### src/rtl/duty_cycle_trig_decoder.sv
// Duty-cycle trigger decoder.
// Each period of mod_clk encodes one trigger bit: 25% high is a 1 and 75% high is a 0.
// The decoder times each period and its high time between successive rising edges,
// decides whether the shape is legal, and emits the recovered bit once it is locked.
// A line that has no rising edge for TIMEOUT cycles is reported as stuck.
module duty_cycle_trig_decoder #(
    parameter int CNT_W      = 8,
    parameter int PERIOD_MIN = 3,
    parameter int PERIOD_MAX = 6,
    parameter int TIMEOUT    = 16,
    parameter int LOCK_COUNT = 4,
    parameter int ERRCNT_W   = 8
) (
    input  logic                fastclk,
    input  logic                reset,
    input  logic                mod_clk,
    output logic                trig_out,
    output logic                trig_valid,
    output logic                locked,
    output logic                err,
    output logic [ERRCNT_W-1:0] err_count
);

    localparam int LOCK_W = $clog2(LOCK_COUNT + 1);

    localparam logic [CNT_W-1:0]    CNT_MAX   = {CNT_W{1'b1}};
    localparam logic [ERRCNT_W-1:0] ERR_MAX   = {ERRCNT_W{1'b1}};
    localparam logic [LOCK_W-1:0]   LOCK_LAST = LOCK_W'(LOCK_COUNT - 1);

    typedef enum logic [1:0] {
        IDLE,
        ACQUIRE,
        LOCKED
    } state_t;

    state_t state;

    logic s1;
    logic s2;
    logic s3;
    logic rise;

    logic [CNT_W-1:0]    period_cnt;
    logic [CNT_W-1:0]    hi_cnt;
    logic [LOCK_W-1:0]   lock_cnt;

    logic                period_valid;
    logic                decoded_bit;
    logic                timeout_hit;
    logic [CNT_W:0]      hi_twice;
    logic [CNT_W:0]      period_ext;
    logic [ERRCNT_W-1:0] err_count_inc;

    assign rise = s2 & ~s3;

    // Bring the asynchronous mod_clk into the fastclk domain and keep one delayed copy for edge detection.
    always_ff @(posedge fastclk or posedge reset) begin
        if (reset) begin
            s1 <= 1'b0;
            s2 <= 1'b0;
            s3 <= 1'b0;
        end else begin
            s1 <= mod_clk;
            s2 <= s1;
            s3 <= s2;
        end
    end

    // Measure period and high time; a rising edge restarts both at 1 because that cycle is already high.
    always_ff @(posedge fastclk or posedge reset) begin
        if (reset) begin
            period_cnt <= '0;
            hi_cnt     <= '0;
        end else if (rise) begin
            period_cnt <= CNT_W'(1);
            hi_cnt     <= CNT_W'(1);
        end else begin
            if (period_cnt != CNT_MAX) begin
                period_cnt <= period_cnt + 1'b1;
            end
            if (s2 && (hi_cnt != CNT_MAX)) begin
                hi_cnt <= hi_cnt + 1'b1;
            end
        end
    end

    // Judge the period that ends at this rising edge and work out the bit it carries.
    always_comb begin
        hi_twice      = {hi_cnt, 1'b0};
        period_ext    = {1'b0, period_cnt};
        period_valid  = (period_cnt >= CNT_W'(PERIOD_MIN)) &&
                        (period_cnt <= CNT_W'(PERIOD_MAX)) &&
                        (hi_cnt != '0) &&
                        (hi_cnt < period_cnt) &&
                        (hi_twice != period_ext);
        decoded_bit   = (hi_twice < period_ext);
        timeout_hit   = (period_cnt == CNT_W'(TIMEOUT));
        err_count_inc = (err_count == ERR_MAX) ? err_count : err_count + 1'b1;
    end

    // Lock qualification, bit recovery and error reporting, all registered.
    always_ff @(posedge fastclk or posedge reset) begin
        if (reset) begin
            state      <= IDLE;
            lock_cnt   <= '0;
            trig_out   <= 1'b0;
            trig_valid <= 1'b0;
            locked     <= 1'b0;
            err        <= 1'b0;
            err_count  <= '0;
        end else begin
            trig_valid <= 1'b0;
            err        <= 1'b0;
            case (state)
                IDLE: begin
                    if (rise) begin
                        state    <= ACQUIRE;
                        lock_cnt <= '0;
                    end
                end
                ACQUIRE: begin
                    if (rise) begin
                        if (period_valid) begin
                            trig_out <= decoded_bit;
                            lock_cnt <= lock_cnt + 1'b1;
                            if (lock_cnt == LOCK_LAST) begin
                                state      <= LOCKED;
                                locked     <= 1'b1;
                                trig_valid <= 1'b1;
                            end
                        end else begin
                            err       <= 1'b1;
                            err_count <= err_count_inc;
                            lock_cnt  <= '0;
                        end
                    end else if (timeout_hit) begin
                        err       <= 1'b1;
                        err_count <= err_count_inc;
                        lock_cnt  <= '0;
                        locked    <= 1'b0;
                        state     <= IDLE;
                    end
                end
                LOCKED: begin
                    if (rise) begin
                        if (period_valid) begin
                            trig_out   <= decoded_bit;
                            trig_valid <= 1'b1;
                        end else begin
                            err       <= 1'b1;
                            err_count <= err_count_inc;
                            lock_cnt  <= '0;
                            locked    <= 1'b0;
                            state     <= ACQUIRE;
                        end
                    end else if (timeout_hit) begin
                        err       <= 1'b1;
                        err_count <= err_count_inc;
                        lock_cnt  <= '0;
                        locked    <= 1'b0;
                        state     <= IDLE;
                    end
                end
                default: begin
                    state    <= IDLE;
                    lock_cnt <= '0;
                    locked   <= 1'b0;
                end
            endcase
        end
    end

endmodule

### config.mk
export PLATFORM = sky130hd
export DESIGN_NAME = duty_cycle_trig_decoder
export DESIGN_NICKNAME = d
export VERILOG_FILES = /design/src/rtl/duty_cycle_trig_decoder.sv
export SDC_FILE = /design/constraint.sdc
export NUM_CORES = 1
export LEC_CHECK = 0
export ABC_AREA = 1
export BUFFER_PORTS_ARGS = -buffer_cell sky130_fd_sc_hd__buf_2
export CAP_MARGIN = 40
export CELL_PAD_IN_SITES_DETAIL_PLACEMENT = 1
export CELL_PAD_IN_SITES_GLOBAL_PLACEMENT = 1
export CORE_AREA = 2 2 86 109
export DETAILED_ROUTE_END_ITERATION = 6
export DIE_AREA = 0 0 88 111
export PLACE_DENSITY = 0.59
export SYNTH_ARGS = -nofsm -noshare
export SYNTH_HDL_FRONTEND = slang
export SYNTH_SLANG_ARGS = --single-unit
### constraint.sdc
create_clock -name fastclk -period 5.64 [get_ports fastclk]
set_clock_uncertainty 0.05 [all_clocks]
set_input_delay 1.128 -clock fastclk [delete_from_list [all_inputs] [get_ports fastclk]]
set_output_delay 1.128 -clock fastclk [all_outputs]
set_load 0.005 [all_outputs]
==> flow_summary.ini <==
[global_routing]
track_usage_pct = 14.3
grt_start_max_net_pins = 37
antenna_found_initial = 0
grtUsageMet2_pct = 25.0
grt_overflow = 0
grt_pass1_vias = 2354
grt_pass1_wl_um = 11100
use_met1_pct = 17.1
busiest_layer = met2
use_met3_pct = 2.61

[finish]
antenna_cells = 0
area_growth_pct = 15.0
final_area_mm2 = 0.00285
layout.nets = 371
final_util_pct = 32.3
drive_above_1_share_pct = 13.4

[detailed_routing]
drc = 0
vias_per_cell = 4.56
routedWlPerCell_um = 13.3
antenna_left = 0
drt_iter0_drc = 70
routed_wirelength_um = 6180
via_count = 2126
drt_pass1_iterations = 4

[clocking]
clkLatencyLatePin_ns = 0.28
cts_tree = yes
ctsResizeCount = 0
post-cts-setup-buffer-count = 0
cts.sinks = 36
h-tree-depth = 2
cts_root_buf = clkbuf_16
path_clk_slew_ns = 0.06
postCtsHoldBufs = 0
clock_path_buffers = 2
cts_made_buffers = 5

[critical_path]
reg2regPathDepth = 12
slowest_delay_ns = 0.44
path_cells = buf_2
critical_path_depth = 1
start_kind = register
cp_num_buf_inv = 1
path_class = register to primary output
crit_path_max_fanout = 5
cp_top_family = flip-flops
arrival_ns = 0.88
critPathSlowestCell = dfrtp_1
cp-end-kind = primary output
critPathRequiredTime_ns = 4.46

[flow_run]
drv_cap = 0

[pwr]
seqPwrFrac_pct = 30.7
ir_worst_vdd_uv = 255
switching_share_pct = 40.8
internal_power_uw = 694
netSwitchingPower_uw = 477
power_frac_comb_pct = 42.3
leakagePower_uw = 0.00145
power_density_mw_per_mm2 = 410
clkPwrFrac_pct = 27.0

[floorplanning]
die_height_um = 111
die_w_um = 88
boundaryPins = 15
core-area_mm2 = 0.00883
dieArea_mm2 = 0.00977
rows = 39
initial_core_util_pct = 28.1

[placement]
portBuffers = 14
place_ws_ns = 3.65
globalplace.congestion = 0.815
hpwlAfterDp_um = 4750
place_area_mm2 = 0.00269

[timing]
worstMarginPinSlew_ns = 0.493
fin_crit_sh_pct = 36.4
fmax_ghz = 0.487
drv_slew = 0
tns_ns = 0
setup_ws_ns = 3.59
setup_viol = 0
hold_viol_final = 0
rsz0062_at_grt = false
slew_headroom_pct = 67.2
finalCriticalPeriod_ns = 2.05

[outcome]
outcome = completed

[worst_hold_path]
hold_path_class = register to register
hold_depth = 0

[logic_synthesis]
synth_seq_cells = 36
ys_types = 34
synth_cells = 323
avgSynthCellArea_um2 = 7.68
synth-seq-area-share_pct = 36.3
synthesis.area_mm2 = 0.00248
yosys_warnings = 0
syn_nets = 352
area by class of cell:
cell class	count	area (um^2)
timing repair buffer	15	77.6
sequential	36	901
tap	123	154
clock buffer	6	129
inverter	49	184
clock inverter	2	35.0
multi-input combinational	235	1370
fill	1105	5980
flip-flops by register name (all words and copies together), names as in the netlist:
signal      cells
hi_cnt          8
locked          1
s1              1
trig_out        1
period_cnt      8
err_count       8
state           2
s3              1
err             1
s2              1
trig_valid      1
lock_cnt        3
logic make-up (layout without fill, tap and decap cells):
logic type,count (synthesis),after routing,share of synthesized area (%)
and+or+nand+nor,151,151,28.3
DFF,36,36,36.3
xor gates and xnor gates,8,8,2.83
buffers and inverters,52,72,8.33
AOI/OAI and AO/OA,50,50,11.1
adders and majority gates,26,26,13.1
metal layers:
layer  vias up  routed length (um)
met5         -                   0
met4         0                 144
met3        10                 117
met2        20                3230
met1      1006                2690
li1       1090                   -
cell usage after synthesis, drive strengths merged:
library cell / number / area [um^2]
clkbuf: 2 / 7.51
nor2: 33 / 156
a21oi: 18 / 93.8
dfrtp: 36 / 901
nor3: 7 / 40.0
nand4: 9 / 56.3
nand3b: 2 / 15.0
or2: 1 / 6.26
o21ai: 26 / 138
inv: 48 / 180
a21o: 1 / 7.51
o31ai: 1 / 7.51
clkinv: 1 / 3.75
ha: 26 / 325
a211oi: 1 / 7.51
xnor2: 3 / 26.3
nand2: 78 / 305
xor2: 5 / 43.8
a22oi: 1 / 7.51
a31oi: 1 / 6.26
nand3: 21 / 123
buf: 1 / 15.0
o21bai: 1 / 7.51
path summary, 6_finish.rpt:
check / start / to / slack [ns]
setup / recovery: err_count[2] / err_count[2] / 3.59
hold / removal: s1 / s2 / 0.30
setup reg to reg: period_cnt[2] / lock_cnt[2] / 3.66
hold reg to reg: s1 / s2 / 0.30
max in group asynchronous: reset / period_cnt[4] / 4.28
min in group asynchronous: reset / err_count[3] / 0.90
layout by cell type (no fill, tap or decap), drive strengths merged, types with 9 or more instances in the layout:
cell,count
nor2,33
inv,48
nand2,78
a21oi,18
dfrtp,36
nand3,21
nand4,9
ha,26
buf,15
o21ai,26
stage by stage:
step / total power, uW / std cells / hold WS (ns)
after CTS: 1190 / 466 / 0.300
final: 1170 / 466 / 0.296
after detailed placement: 864 / 458 / 0.287
after global placement: 852 / 458 / 0.294
after global routing: 1280 / 466 / 0.308
after floorplan: 730 / 323 / 0.281
power by group through the flow:
stage	sequential (uW)	combinational (uW)	clock (uW)
floorplan	354	376	0
global placement	364	487	0
detailed placement	365	498	0
CTS	362	503	326
global route	370	573	334
finish	360	495	316
(Power assumes the default switching activity.)
